**src/rtl/jtag_mem_arbiter_if.sv**
```systemverilog
// Bundle of every handshake/bus signal around jtag_mem_arbiter: the JTAG
// requester, the system requester, the shared memory port and the debug
// and status signals.
//   slave  : arbiter view (samples requests and memory responses; drives
//            the completions, the memory command and the status signals)
//   master : environment view (requesters plus memory)
interface jtag_mem_arbiter_if #(
  parameter int ADDR_WIDTH = 32,
  parameter int DATA_WIDTH = 32
) ();
  logic                  jtag_req;
  logic                  jtag_write;
  logic [ADDR_WIDTH-1:0] jtag_address;
  logic [DATA_WIDTH-1:0] jtag_write_data;
  logic [DATA_WIDTH-1:0] jtag_read_data;
  logic                  jtag_ready;
  logic                  jtag_error;

  logic                  sys_req;
  logic                  sys_write;
  logic [ADDR_WIDTH-1:0] sys_address;
  logic [DATA_WIDTH-1:0] sys_write_data;
  logic [DATA_WIDTH-1:0] sys_read_data;
  logic                  sys_ready;
  logic                  sys_error;

  logic                  mem_enable;
  logic                  mem_write;
  logic [ADDR_WIDTH-1:0] mem_address;
  logic [DATA_WIDTH-1:0] mem_write_data;
  logic [DATA_WIDTH-1:0] mem_read_data;
  logic                  mem_ready;
  logic                  mem_error;

  logic                  debug_mode;
  logic [1:0]            owner;
  logic                  timeout_event;

  modport slave (
    input  jtag_req, jtag_write, jtag_address, jtag_write_data,
    output jtag_read_data, jtag_ready, jtag_error,
    input  sys_req, sys_write, sys_address, sys_write_data,
    output sys_read_data, sys_ready, sys_error,
    output mem_enable, mem_write, mem_address, mem_write_data,
    input  mem_read_data, mem_ready, mem_error,
    input  debug_mode,
    output owner, timeout_event
  );

  modport master (
    output jtag_req, jtag_write, jtag_address, jtag_write_data,
    input  jtag_read_data, jtag_ready, jtag_error,
    output sys_req, sys_write, sys_address, sys_write_data,
    input  sys_read_data, sys_ready, sys_error,
    input  mem_enable, mem_write, mem_address, mem_write_data,
    output mem_read_data, mem_ready, mem_error,
    output debug_mode,
    input  owner, timeout_event
  );
endinterface

```
**src/rtl/jtag_mem_arbiter.sv**
```systemverilog
// Shares one memory port between the JTAG debug master and the system bus
// master. One access outstanding at a time: IDLE -> GRANT -> DONE -> IDLE.
// Round-robin on ties, JTAG wins every tie while debug_mode is high. An
// access with no memory response for TIMEOUT cycles is aborted as an error.
// Ports:
//   clk     : rising-edge clock
//   reset_n : asynchronous active-low reset
//   bus     : jtag_mem_arbiter_if.slave (requesters, memory, debug/status)
// All outputs are registered.
module jtag_mem_arbiter #(
  parameter int ADDR_WIDTH = 32,
  parameter int DATA_WIDTH = 32,
  parameter int TIMEOUT    = 255
) (
  input  logic                clk,
  input  logic                reset_n,
  jtag_mem_arbiter_if.slave   bus
);

  typedef enum logic [1:0] {S_IDLE, S_GRANT, S_DONE} state_t;

  localparam logic [1:0]  OWN_NONE = 2'b00;
  localparam logic [1:0]  OWN_JTAG = 2'b01;
  localparam logic [1:0]  OWN_SYS  = 2'b10;
  // Timer holds the number of completed GRANT cycles, so the abort fires
  // at the end of GRANT cycle number TIMEOUT.
  localparam logic [15:0] TMO_LAST = 16'(TIMEOUT - 1);

  state_t                r_state, w_state_nxt;
  logic [15:0]           r_timer, w_timer_nxt;
  logic                  r_last_sys, w_last_sys_nxt;
  logic [1:0]            r_owner, w_owner_nxt;
  logic                  r_mem_enable, w_mem_enable_nxt;
  logic                  r_mem_write, w_mem_write_nxt;
  logic [ADDR_WIDTH-1:0] r_mem_address, w_mem_address_nxt;
  logic [DATA_WIDTH-1:0] r_mem_write_data, w_mem_write_data_nxt;
  logic [DATA_WIDTH-1:0] r_jtag_read_data, w_jtag_read_data_nxt;
  logic [DATA_WIDTH-1:0] r_sys_read_data, w_sys_read_data_nxt;
  logic                  r_jtag_ready, w_jtag_ready_nxt;
  logic                  r_jtag_error, w_jtag_error_nxt;
  logic                  r_sys_ready, w_sys_ready_nxt;
  logic                  r_sys_error, w_sys_error_nxt;
  logic                  r_timeout_event, w_timeout_event_nxt;
  logic                  w_grant_sys;
  logic                  w_finish;
  logic                  w_fail;

  always_ff @(posedge clk or negedge reset_n) begin
    if (!reset_n) begin
      r_state          <= S_IDLE;
      r_timer          <= '0;
      r_last_sys       <= 1'b1;
      r_owner          <= OWN_NONE;
      r_mem_enable     <= 1'b0;
      r_mem_write      <= 1'b0;
      r_mem_address    <= '0;
      r_mem_write_data <= '0;
      r_jtag_read_data <= '0;
      r_sys_read_data  <= '0;
      r_jtag_ready     <= 1'b0;
      r_jtag_error     <= 1'b0;
      r_sys_ready      <= 1'b0;
      r_sys_error      <= 1'b0;
      r_timeout_event  <= 1'b0;
    end else begin
      r_state          <= w_state_nxt;
      r_timer          <= w_timer_nxt;
      r_last_sys       <= w_last_sys_nxt;
      r_owner          <= w_owner_nxt;
      r_mem_enable     <= w_mem_enable_nxt;
      r_mem_write      <= w_mem_write_nxt;
      r_mem_address    <= w_mem_address_nxt;
      r_mem_write_data <= w_mem_write_data_nxt;
      r_jtag_read_data <= w_jtag_read_data_nxt;
      r_sys_read_data  <= w_sys_read_data_nxt;
      r_jtag_ready     <= w_jtag_ready_nxt;
      r_jtag_error     <= w_jtag_error_nxt;
      r_sys_ready      <= w_sys_ready_nxt;
      r_sys_error      <= w_sys_error_nxt;
      r_timeout_event  <= w_timeout_event_nxt;
    end
  end

  always_comb begin
    w_state_nxt          = r_state;
    w_timer_nxt          = r_timer;
    w_last_sys_nxt       = r_last_sys;
    w_owner_nxt          = r_owner;
    w_mem_enable_nxt     = r_mem_enable;
    w_mem_write_nxt      = r_mem_write;
    w_mem_address_nxt    = r_mem_address;
    w_mem_write_data_nxt = r_mem_write_data;
    w_jtag_read_data_nxt = r_jtag_read_data;
    w_sys_read_data_nxt  = r_sys_read_data;
    w_jtag_ready_nxt     = 1'b0;
    w_jtag_error_nxt     = 1'b0;
    w_sys_ready_nxt      = 1'b0;
    w_sys_error_nxt      = 1'b0;
    w_timeout_event_nxt  = 1'b0;
    w_finish             = 1'b0;
    w_fail               = 1'b0;

    // System wins when alone, or on a tie outside debug mode if JTAG had
    // the previous grant.
    w_grant_sys = bus.sys_req && (!bus.jtag_req || (!bus.debug_mode && !r_last_sys));

    case (r_state)
      S_IDLE: begin
        if (bus.jtag_req || bus.sys_req) begin
          w_state_nxt      = S_GRANT;
          w_timer_nxt      = '0;
          w_last_sys_nxt   = w_grant_sys;
          w_owner_nxt      = w_grant_sys ? OWN_SYS : OWN_JTAG;
          w_mem_enable_nxt = 1'b1;
          if (w_grant_sys) begin
            w_mem_write_nxt      = bus.sys_write;
            w_mem_address_nxt    = bus.sys_address;
            w_mem_write_data_nxt = bus.sys_write_data;
          end else begin
            w_mem_write_nxt      = bus.jtag_write;
            w_mem_address_nxt    = bus.jtag_address;
            w_mem_write_data_nxt = bus.jtag_write_data;
          end
        end
      end

      S_GRANT: begin
        w_timer_nxt = r_timer + 16'd1;
        if (bus.mem_error) begin
          w_finish = 1'b1;
          w_fail   = 1'b1;
        end else if (bus.mem_ready) begin
          w_finish = 1'b1;
          if (!r_mem_write) begin
            if (r_owner == OWN_SYS) w_sys_read_data_nxt  = bus.mem_read_data;
            else                    w_jtag_read_data_nxt = bus.mem_read_data;
          end
        end else if (r_timer == TMO_LAST) begin
          w_finish            = 1'b1;
          w_fail              = 1'b1;
          w_timeout_event_nxt = 1'b1;
        end

        if (w_finish) begin
          w_state_nxt      = S_DONE;
          w_mem_enable_nxt = 1'b0;
          w_jtag_ready_nxt = (r_owner == OWN_JTAG) && !w_fail;
          w_jtag_error_nxt = (r_owner == OWN_JTAG) &&  w_fail;
          w_sys_ready_nxt  = (r_owner == OWN_SYS)  && !w_fail;
          w_sys_error_nxt  = (r_owner == OWN_SYS)  &&  w_fail;
        end
      end

      S_DONE: begin
        w_state_nxt = S_IDLE;
        w_owner_nxt = OWN_NONE;
      end

      default: begin
        w_state_nxt = S_IDLE;
      end
    endcase
  end

  assign bus.jtag_read_data = r_jtag_read_data;
  assign bus.jtag_ready     = r_jtag_ready;
  assign bus.jtag_error     = r_jtag_error;
  assign bus.sys_read_data  = r_sys_read_data;
  assign bus.sys_ready      = r_sys_ready;
  assign bus.sys_error      = r_sys_error;
  assign bus.mem_enable     = r_mem_enable;
  assign bus.mem_write      = r_mem_write;
  assign bus.mem_address    = r_mem_address;
  assign bus.mem_write_data = r_mem_write_data;
  assign bus.owner          = r_owner;
  assign bus.timeout_event  = r_timeout_event;

endmodule

```
**src/flat_wrapper.sv**
```systemverilog
// flat-port wrapper written by rule: the top's interface ports become plain ports
module jtag_mem_arbiter_flat 
#(
  parameter int ADDR_WIDTH = 32,
  parameter int DATA_WIDTH = 32,
  parameter int TIMEOUT    = 255
)
  (clk, reset_n, bus_jtag_req, bus_jtag_write, bus_jtag_address, bus_jtag_write_data, bus_jtag_read_data, bus_jtag_ready, bus_jtag_error, bus_sys_req, bus_sys_write, bus_sys_address, bus_sys_write_data, bus_sys_read_data, bus_sys_ready, bus_sys_error, bus_mem_enable, bus_mem_write, bus_mem_address, bus_mem_write_data, bus_mem_read_data, bus_mem_ready, bus_mem_error, bus_debug_mode, bus_owner, bus_timeout_event);
  jtag_mem_arbiter_if #(.ADDR_WIDTH(ADDR_WIDTH), .DATA_WIDTH(DATA_WIDTH)) bus_i ();
  input  logic clk;
  input  logic reset_n;
  input wire logic [$bits(bus_i.jtag_req)-1:0] bus_jtag_req;
  input wire logic [$bits(bus_i.jtag_write)-1:0] bus_jtag_write;
  input wire logic [$bits(bus_i.jtag_address)-1:0] bus_jtag_address;
  input wire logic [$bits(bus_i.jtag_write_data)-1:0] bus_jtag_write_data;
  output wire logic [$bits(bus_i.jtag_read_data)-1:0] bus_jtag_read_data;
  output wire logic [$bits(bus_i.jtag_ready)-1:0] bus_jtag_ready;
  output wire logic [$bits(bus_i.jtag_error)-1:0] bus_jtag_error;
  input wire logic [$bits(bus_i.sys_req)-1:0] bus_sys_req;
  input wire logic [$bits(bus_i.sys_write)-1:0] bus_sys_write;
  input wire logic [$bits(bus_i.sys_address)-1:0] bus_sys_address;
  input wire logic [$bits(bus_i.sys_write_data)-1:0] bus_sys_write_data;
  output wire logic [$bits(bus_i.sys_read_data)-1:0] bus_sys_read_data;
  output wire logic [$bits(bus_i.sys_ready)-1:0] bus_sys_ready;
  output wire logic [$bits(bus_i.sys_error)-1:0] bus_sys_error;
  output wire logic [$bits(bus_i.mem_enable)-1:0] bus_mem_enable;
  output wire logic [$bits(bus_i.mem_write)-1:0] bus_mem_write;
  output wire logic [$bits(bus_i.mem_address)-1:0] bus_mem_address;
  output wire logic [$bits(bus_i.mem_write_data)-1:0] bus_mem_write_data;
  input wire logic [$bits(bus_i.mem_read_data)-1:0] bus_mem_read_data;
  input wire logic [$bits(bus_i.mem_ready)-1:0] bus_mem_ready;
  input wire logic [$bits(bus_i.mem_error)-1:0] bus_mem_error;
  input wire logic [$bits(bus_i.debug_mode)-1:0] bus_debug_mode;
  output wire logic [$bits(bus_i.owner)-1:0] bus_owner;
  output wire logic [$bits(bus_i.timeout_event)-1:0] bus_timeout_event;
  assign bus_i.jtag_req = bus_jtag_req;
  assign bus_i.jtag_write = bus_jtag_write;
  assign bus_i.jtag_address = bus_jtag_address;
  assign bus_i.jtag_write_data = bus_jtag_write_data;
  assign bus_jtag_read_data = bus_i.jtag_read_data;
  assign bus_jtag_ready = bus_i.jtag_ready;
  assign bus_jtag_error = bus_i.jtag_error;
  assign bus_i.sys_req = bus_sys_req;
  assign bus_i.sys_write = bus_sys_write;
  assign bus_i.sys_address = bus_sys_address;
  assign bus_i.sys_write_data = bus_sys_write_data;
  assign bus_sys_read_data = bus_i.sys_read_data;
  assign bus_sys_ready = bus_i.sys_ready;
  assign bus_sys_error = bus_i.sys_error;
  assign bus_mem_enable = bus_i.mem_enable;
  assign bus_mem_write = bus_i.mem_write;
  assign bus_mem_address = bus_i.mem_address;
  assign bus_mem_write_data = bus_i.mem_write_data;
  assign bus_i.mem_read_data = bus_mem_read_data;
  assign bus_i.mem_ready = bus_mem_ready;
  assign bus_i.mem_error = bus_mem_error;
  assign bus_i.debug_mode = bus_debug_mode;
  assign bus_owner = bus_i.owner;
  assign bus_timeout_event = bus_i.timeout_event;
  jtag_mem_arbiter #(.ADDR_WIDTH(ADDR_WIDTH), .DATA_WIDTH(DATA_WIDTH), .TIMEOUT(TIMEOUT)) u_core (.clk(clk), .reset_n(reset_n), .bus(bus_i));
endmodule
```
**config.mk**
```make
export PLATFORM = sky130hd
export DESIGN_NAME = jtag_mem_arbiter_flat
export DESIGN_NICKNAME = d
export VERILOG_FILES = /design/src/rtl/jtag_mem_arbiter_if.sv /design/src/rtl/jtag_mem_arbiter.sv /design/src/flat_wrapper.sv
export SDC_FILE = /design/constraint.sdc
export NUM_CORES = 1
export LEC_CHECK = 0
export CAP_MARGIN = 25
export CORE_MARGIN = 2
export CORE_UTILIZATION = 44
export DETAILED_ROUTE_END_ITERATION = 10
export PLACE_DENSITY_LB_ADDON = 0.3
export RECOVER_POWER = 100
export REMOVE_ABC_BUFFERS = 1
export SYNTH_ARGS = -nofsm -noshare
export SYNTH_HDL_FRONTEND = slang
export SYNTH_SLANG_ARGS = --single-unit
```
**constraint.sdc**
```tcl
create_clock -name clk -period 2.6 [get_ports clk]
set_input_delay 0.78 -clock clk [delete_from_list [all_inputs] [get_ports clk]]
set_output_delay 0.78 -clock clk [all_outputs]
set_load 0.01 [all_outputs]
```
# After elaboration in Yosys (flattened, before gate mapping)
# Cells that the tools add are included.
# word_totals
latch_bits	0
elab_cells	79
reg_bits	156
romBits	0
ramBits	0
out_inout_bits	137
memories	0
# classes
bitwise_logic	3
n_eq_ne	7
multipliers	0
muxes	31
magnitude_cmp	0
reduce_logical	22
addsub	1
n_shift	0
div_mod_pow	0
# ops
operator	n
$mux W32	2
$pmux W16 S2	1
$mux W1	20
$add A16 B1 Y16 const B	1
$eq A16 B8 Y1 const B	1
$mux W16	1
$reduce_and A5 Y1	2
$mux W2	4
$pmux W2 S2	2
$reduce_and A2 Y1	4
$logic_and A1 B1 Y1	6
$eq A2 B1 Y1 const B	2
$eq A2 B2 Y1 const B	2
$logic_not A1 Y1	4
$ne A2 B1 Y1 const B	2
$reduce_bool A2 Y1	2
$not A1 Y1	3
$reduce_and A3 Y1	1
$logic_not A2 Y1	1
$logic_or A1 B1 Y1	2
$pmux W1 S2	1

# Depth between registers and ports, before layout
# Gate-level depths: netlist (run 1).
# depth
ltp_word	9
ltp_mapped	7

# Worst setup path after synthesis (run 1)
# No wires, ideal clock.
# synth_timing
path_kind	in2reg
start	input port bus_debug_mode
end	register u_core.r_mem_address[0], in the netlist u_core.bus.mem_address[0]
setup_time_ps	66
path_stages	7
slack_ps	652
t_arrival_ps	1882
cell_sequence	o21ai_1 -> and3_1 -> clkbuf_1 -> buf_2 -> clkbuf_1 -> a22oi_1 -> nand2_1
# synth_via
elab_chain_len	5
# synth_rtl
item	line_no	rtl
start, declared	flat_wrapper.sv:33	input wire logic [$bits(bus_i.debug_mode)-1:0] bus_debug_mode;
$logic_not A1 Y1	jtag_mem_arbiter.sv:105	w_grant_sys = bus.sys_req && (!bus.jtag_req || (!bus.debug_mode && !r_last_sys));
$logic_and A1 B1 Y1	jtag_mem_arbiter.sv:105	
$logic_or A1 B1 Y1	jtag_mem_arbiter.sv:105	
$logic_and A1 B1 Y1	jtag_mem_arbiter.sv:105	
$mux W32	jtag_mem_arbiter.sv:115	if (w_grant_sys) begin
end signal, assigned	jtag_mem_arbiter.sv:72	r_mem_address <= w_mem_address_nxt;
end, declared	jtag_mem_arbiter.sv:35	logic [ADDR_WIDTH-1:0] r_mem_address, w_mem_address_nxt;
# No other way between the ends.
# A chain may end at the register's enable or synchronous reset.

# Final worst setup path (run 1)
# layout_timing
start	register u_core.r_state[0]
end	register u_core.r_jtag_read_data[10], in the netlist u_core.bus.jtag_read_data[10]
# layout_via
elab_chain_len	2
# layout_rtl
item	line_no	rtl
start, declared	jtag_mem_arbiter.sv:29	state_t r_state, w_state_nxt;
start signal, assigned	jtag_mem_arbiter.sv:66	r_state <= w_state_nxt;
$eq A2 B1 Y1	jtag_mem_arbiter.sv:107	case (r_state)
$reduce_and A5 Y1 (no source line)	-	
end signal, assigned	jtag_mem_arbiter.sv:74	r_jtag_read_data <= w_jtag_read_data_nxt;
end, declared	jtag_mem_arbiter.sv:37	logic [DATA_WIDTH-1:0] r_jtag_read_data, w_jtag_read_data_nxt;
# No other way between the ends.

==> results.py, run 1 <==
metrics = {
    "status": {
        "outcome": "completed",
    },
    "pwr": {
        "p_int_mw": 7.41,
        "p_per_area_mw_per_mm2": 1080,
        "p_seq_frac": 0.368,
        "clock_power_share": 0.219,
        "max-vdd-ir-drop_mv": 0.589,
        "comb_power_share": 0.413,
        "power.switching_mw": 3.73,
        "p_sw_frac": 0.335,
        "leakage_nw": 4.75,
    },
    "clocking": {
        "clockRootBuffer": "clkbuf_16",
        "htree_levels": 4,
        "post_cts_buffers": 0,
        "insertion_delay_ns": 0.42,
        "clk_path_buf_depth": 2,
        "cts_resized": 0,
        "clock_sinks": 156,
        "cts-buffers-inserted": 17,
        "path_clk_slew_ns": 0.06,
        "cts_tree": "yes",
        "cts.hold.buffers_added": 0,
    },
    "sta": {
        "worst_pin_slew_ns": 1.08,
        "relSlewSlack": 0.278,
        "finClkSkew_ns": 0.00587,
        "hold_violations": 0,
        "fmax_mhz": 428,
        "slew_viol_final": 0,
        "period_needed_ns": 2.34,
        "timing.final.crit_share": 0.899,
        "rsz0062_at_grt": "no",
        "timing.final.ws_setup_ns": 0.262,
        "setup_viol": 0,
    },
    "critical_path": {
        "crit_end": "u_core.bus.jtag_read_data[10]$_DFFE_PN0P_",
        "crit_arrival_ns": 2.63,
        "rr_startpoint": "u_core.r_state[0]$_DFFE_PN0P_",
        "r2r_cells": 5,
        "crit_required_ns": 2.90,
        "critPathCaptureType": "flip-flop",
        "r2r_slack_ns": 0.26,
        "startpoint": "u_core.r_state[0]$_DFFE_PN0P_",
        "rr_endpoint": "u_core.bus.jtag_read_data[10]$_DFFE_PN0P_",
        "setup.worst_path.start_class": "flip-flop",
        "crit_type": "reg -> reg",
        "crit_fanout": 32,
    },
    "routing": {
        "dr.pass1.iters": 5,
        "ant_nets": 0,
        "vias_per_cell": 5.27,
        "post_drt_wl_per_cell_um": 17.9,
        "drc": 0,
        "via_count": 5539,
        "drt-initial-drc-count": 230,
        "routed_wl_mm": 18.9,
    },
    "global_route": {
        "grt_pass1_wl_mm": 30.0,
        "grt.total_usage": 0.245,
        "antenna_found_initial": 1,
        "grt_remaining_overflow": 0,
        "grt_max_degree": 67,
        "grt_pass1_vias": 5759,
    },
    "logic_synthesis": {
        "synth-edff-count": 0,
        "syn_inst": 550,
        "synthTopCellsByCount": "155 x dfrtp_1, 142 x nand2_1, 66 x a22oi_1, 61 x mux2_2, 15 x o21ai_0",
        "synthDistinctLibCells": 39,
        "synthFlopType": "dfrtp_1",
        "postSynthRegisterBits": 156,
        "synthArstFlopShare": 1.00,
        "synth_top_area_cell": "dfrtp_1",
        "yosysWarningCount": 0,
        "seq_area_frac_synth": 0.607,
        "synth.top_cells.by_area": "dfrtp_1 60%, mux2_2 11%, nand2_1 8.3%, a22oi_1 7.7%, o21ai_0 1.2%",
        "synth_top_area_frac": 0.603,
        "yosys.cell_count.top_type": "dfrtp_1",
        "synth.avg_cell_area_um2": 11.7,
        "synth_area_mm2": 0.00643,
    },
    "floorplanning": {
        "start_util": 0.446,
        "pin_count": 306,
        "die-height_um": 125,
        "core_mm2": 0.0144,
        "die-area_mm2": 0.0156,
        "rows": 44,
        "die_w_um": 125,
    },
    "cells_and_area": {
        "fillerInstances": 1009,
        "area_growth_pct": 59.7,
        "final_layout_size_suffix_gt1_frac": 0.129,
        "register_area_mm2": 0.00391,
        "fin_util": 0.712,
        "fin_nets": 1026,
        "instances_no_fill": 1052,
        "multi_input_area_mm2": 0.00233,
    },
    "placed_design": {
        "place_congestion": 0.886,
        "dp.cells": 1020,
        "dp_hpwl_mm": 13.8,
        "dp_slack_ns": 0.0628,
        "io_buffers": 305,
    },
    "hold_path": {
        "hold_path_class": "reg -> reg",
    },
    "flow_run": {
        "cap_violations": 0,
    },
}
cell families (layout without fill, tap and decap cells):
| kind of cell | Yosys count | after routing | synth area share |
|---|---|---|---|
| AOI/OAI and AO/OA | 98 | 98 | 0.109 |
| adders and majority gates | 2 | 2 | 0.00389 |
| buffers and inverters | 36 | 353 | 0.0302 |
| DFF | 156 | 156 | 0.607 |
| muxes | 68 | 68 | 0.118 |
| other | 0 | 1 | 0 |
| and+or+nand+nor | 190 | 190 | 0.131 |
per-layer routing:
layer | share of wire | track usage | vias up
li1 | - | - | 2556
met1 | 0.39 | 0.288 | 2698
met2 | 0.50 | 0.408 | 258
met3 | 0.096 | 0.0941 | 27
met4 | 0.021 | 0.0928 | 0
met5 | 0 | 0 | -
per-stage QoR:
| stage | power, mW | TNS [ns] | cell area (µm²) | hold WS, ns |
|---|---|---|---|---|
| floorplan | 6.20 | -183.37 | 6250 | 0.437 |
| global placement | 9.05 | 0 | 9760 | 0.449 |
| detailed placement | 9.23 | 0 | 9760 | 0.456 |
| CTS | 11.7 | 0 | 10300 | 0.284 |
| global route | 11.8 | 0 | 10300 | 0.485 |
| finish | 11.1 | 0 | 10300 | 0.461 |
cells in the final DEF, fill, tap and decap left out, types with 4 or more instances in the layout:
cell type,instances
nand2_1,142
and3_1,4
o31ai_1,4
dlygate4sd3_1,138
buf_4,5
nand3_1,6
clkdlybuf4s50_1,166
a22oi_1,66
o21ai_0,15
nor3_1,7
clkbuf_16,17
buf_12,4
mux2_2,61
mux2i_1,4
nand2b_1,6
clkbuf_4,4
nor2_1,11
clkinv_2,4
dfrtp_1,155
clkinvlp_4,4
critical path, cell delays in order (launching register included):
cell      delay, ns
dfrtp_1        0.50
and2b_1        0.38
nand3b_1       0.24
nor3b_4        0.21
clkbuf_4       0.45
mux2_2         0.40
flip-flops by register name, summed over array words and instances (netlist names), 2 cells and up:
name                       count
u_core.bus.jtag_read_data     32
u_core.bus.mem_write_data     32
u_core.r_timer                16
u_core.bus.sys_read_data      32
u_core.bus.mem_address        32
u_core.bus.owner               2
u_core.r_state                 2
how the worst min path moves through the flow:
stage,from,end,slack (ns),cells after the start
2_1_floorplan,u_core.r_timer[7]$_DFFE_PN0P_,u_core.r_timer[7]$_DFFE_PN0P_,0.44,1
3_3_place_gp,u_core.bus.mem_write_data[16]$_DFFE_PN0P_,u_core.bus.mem_write_data[16]$_DFFE_PN0P_,0.45,2
3_5_place_dp,u_core.bus.mem_write_data[25]$_DFFE_PN0P_,u_core.bus.mem_write_data[25]$_DFFE_PN0P_,0.46,2
4_1_cts,reset_n,u_core.bus.sys_read_data[2]$_DFFE_PN0P_,0.28,1
5_1_grt,u_core.bus.mem_write_data[8]$_DFFE_PN0P_,u_core.bus.mem_write_data[8]$_DFFE_PN0P_,0.48,2
6_report,u_core.bus.mem_write_data[2]$_DFFE_PN0P_,u_core.bus.mem_write_data[2]$_DFFE_PN0P_,0.46,2
layout make-up:
| type | count | share of cell area |
|---|---|---|
| Inverter | 3 | 0.00110 |
| Multi-Input combinational cell | 358 | 0.227 |
| Tap cell | 184 | 0.0224 |
| Sequential cell | 156 | 0.380 |
| Antenna cell | 1 | 0.000244 |
| Clock buffer | 20 | 0.0455 |
| Timing Repair Buffer | 319 | 0.312 |
| Clock inverter | 11 | 0.0116 |
power groups by stage:
stage | Combinational (mW) | Sequential [mW] | Clock [mW]
finish | 4.60 | 4.09 | 2.44
global route | 4.98 | 4.24 | 2.61
CTS | 5.08 | 4.16 | 2.50
detailed placement | 5.07 | 4.17 | 0
global placement | 4.94 | 4.11 | 0
floorplan | 1.63 | 4.57 | 0
Note: power is estimated with default switching activity, not from simulation.
==> inputs of run 2 (changes only) <==
--- a/config.mk
+++ b/config.mk
@@ -9,6 +9,7 @@
 export CORE_MARGIN = 2
 export CORE_UTILIZATION = 44
 export DETAILED_ROUTE_END_ITERATION = 10
+export HOLD_SLACK_MARGIN = 0.08
 export PLACE_DENSITY_LB_ADDON = 0.3
 export RECOVER_POWER = 100
 export REMOVE_ABC_BUFFERS = 1
==> results of run 2 <==
No change in the layout: final DEF, timing and power equal those of run 1.
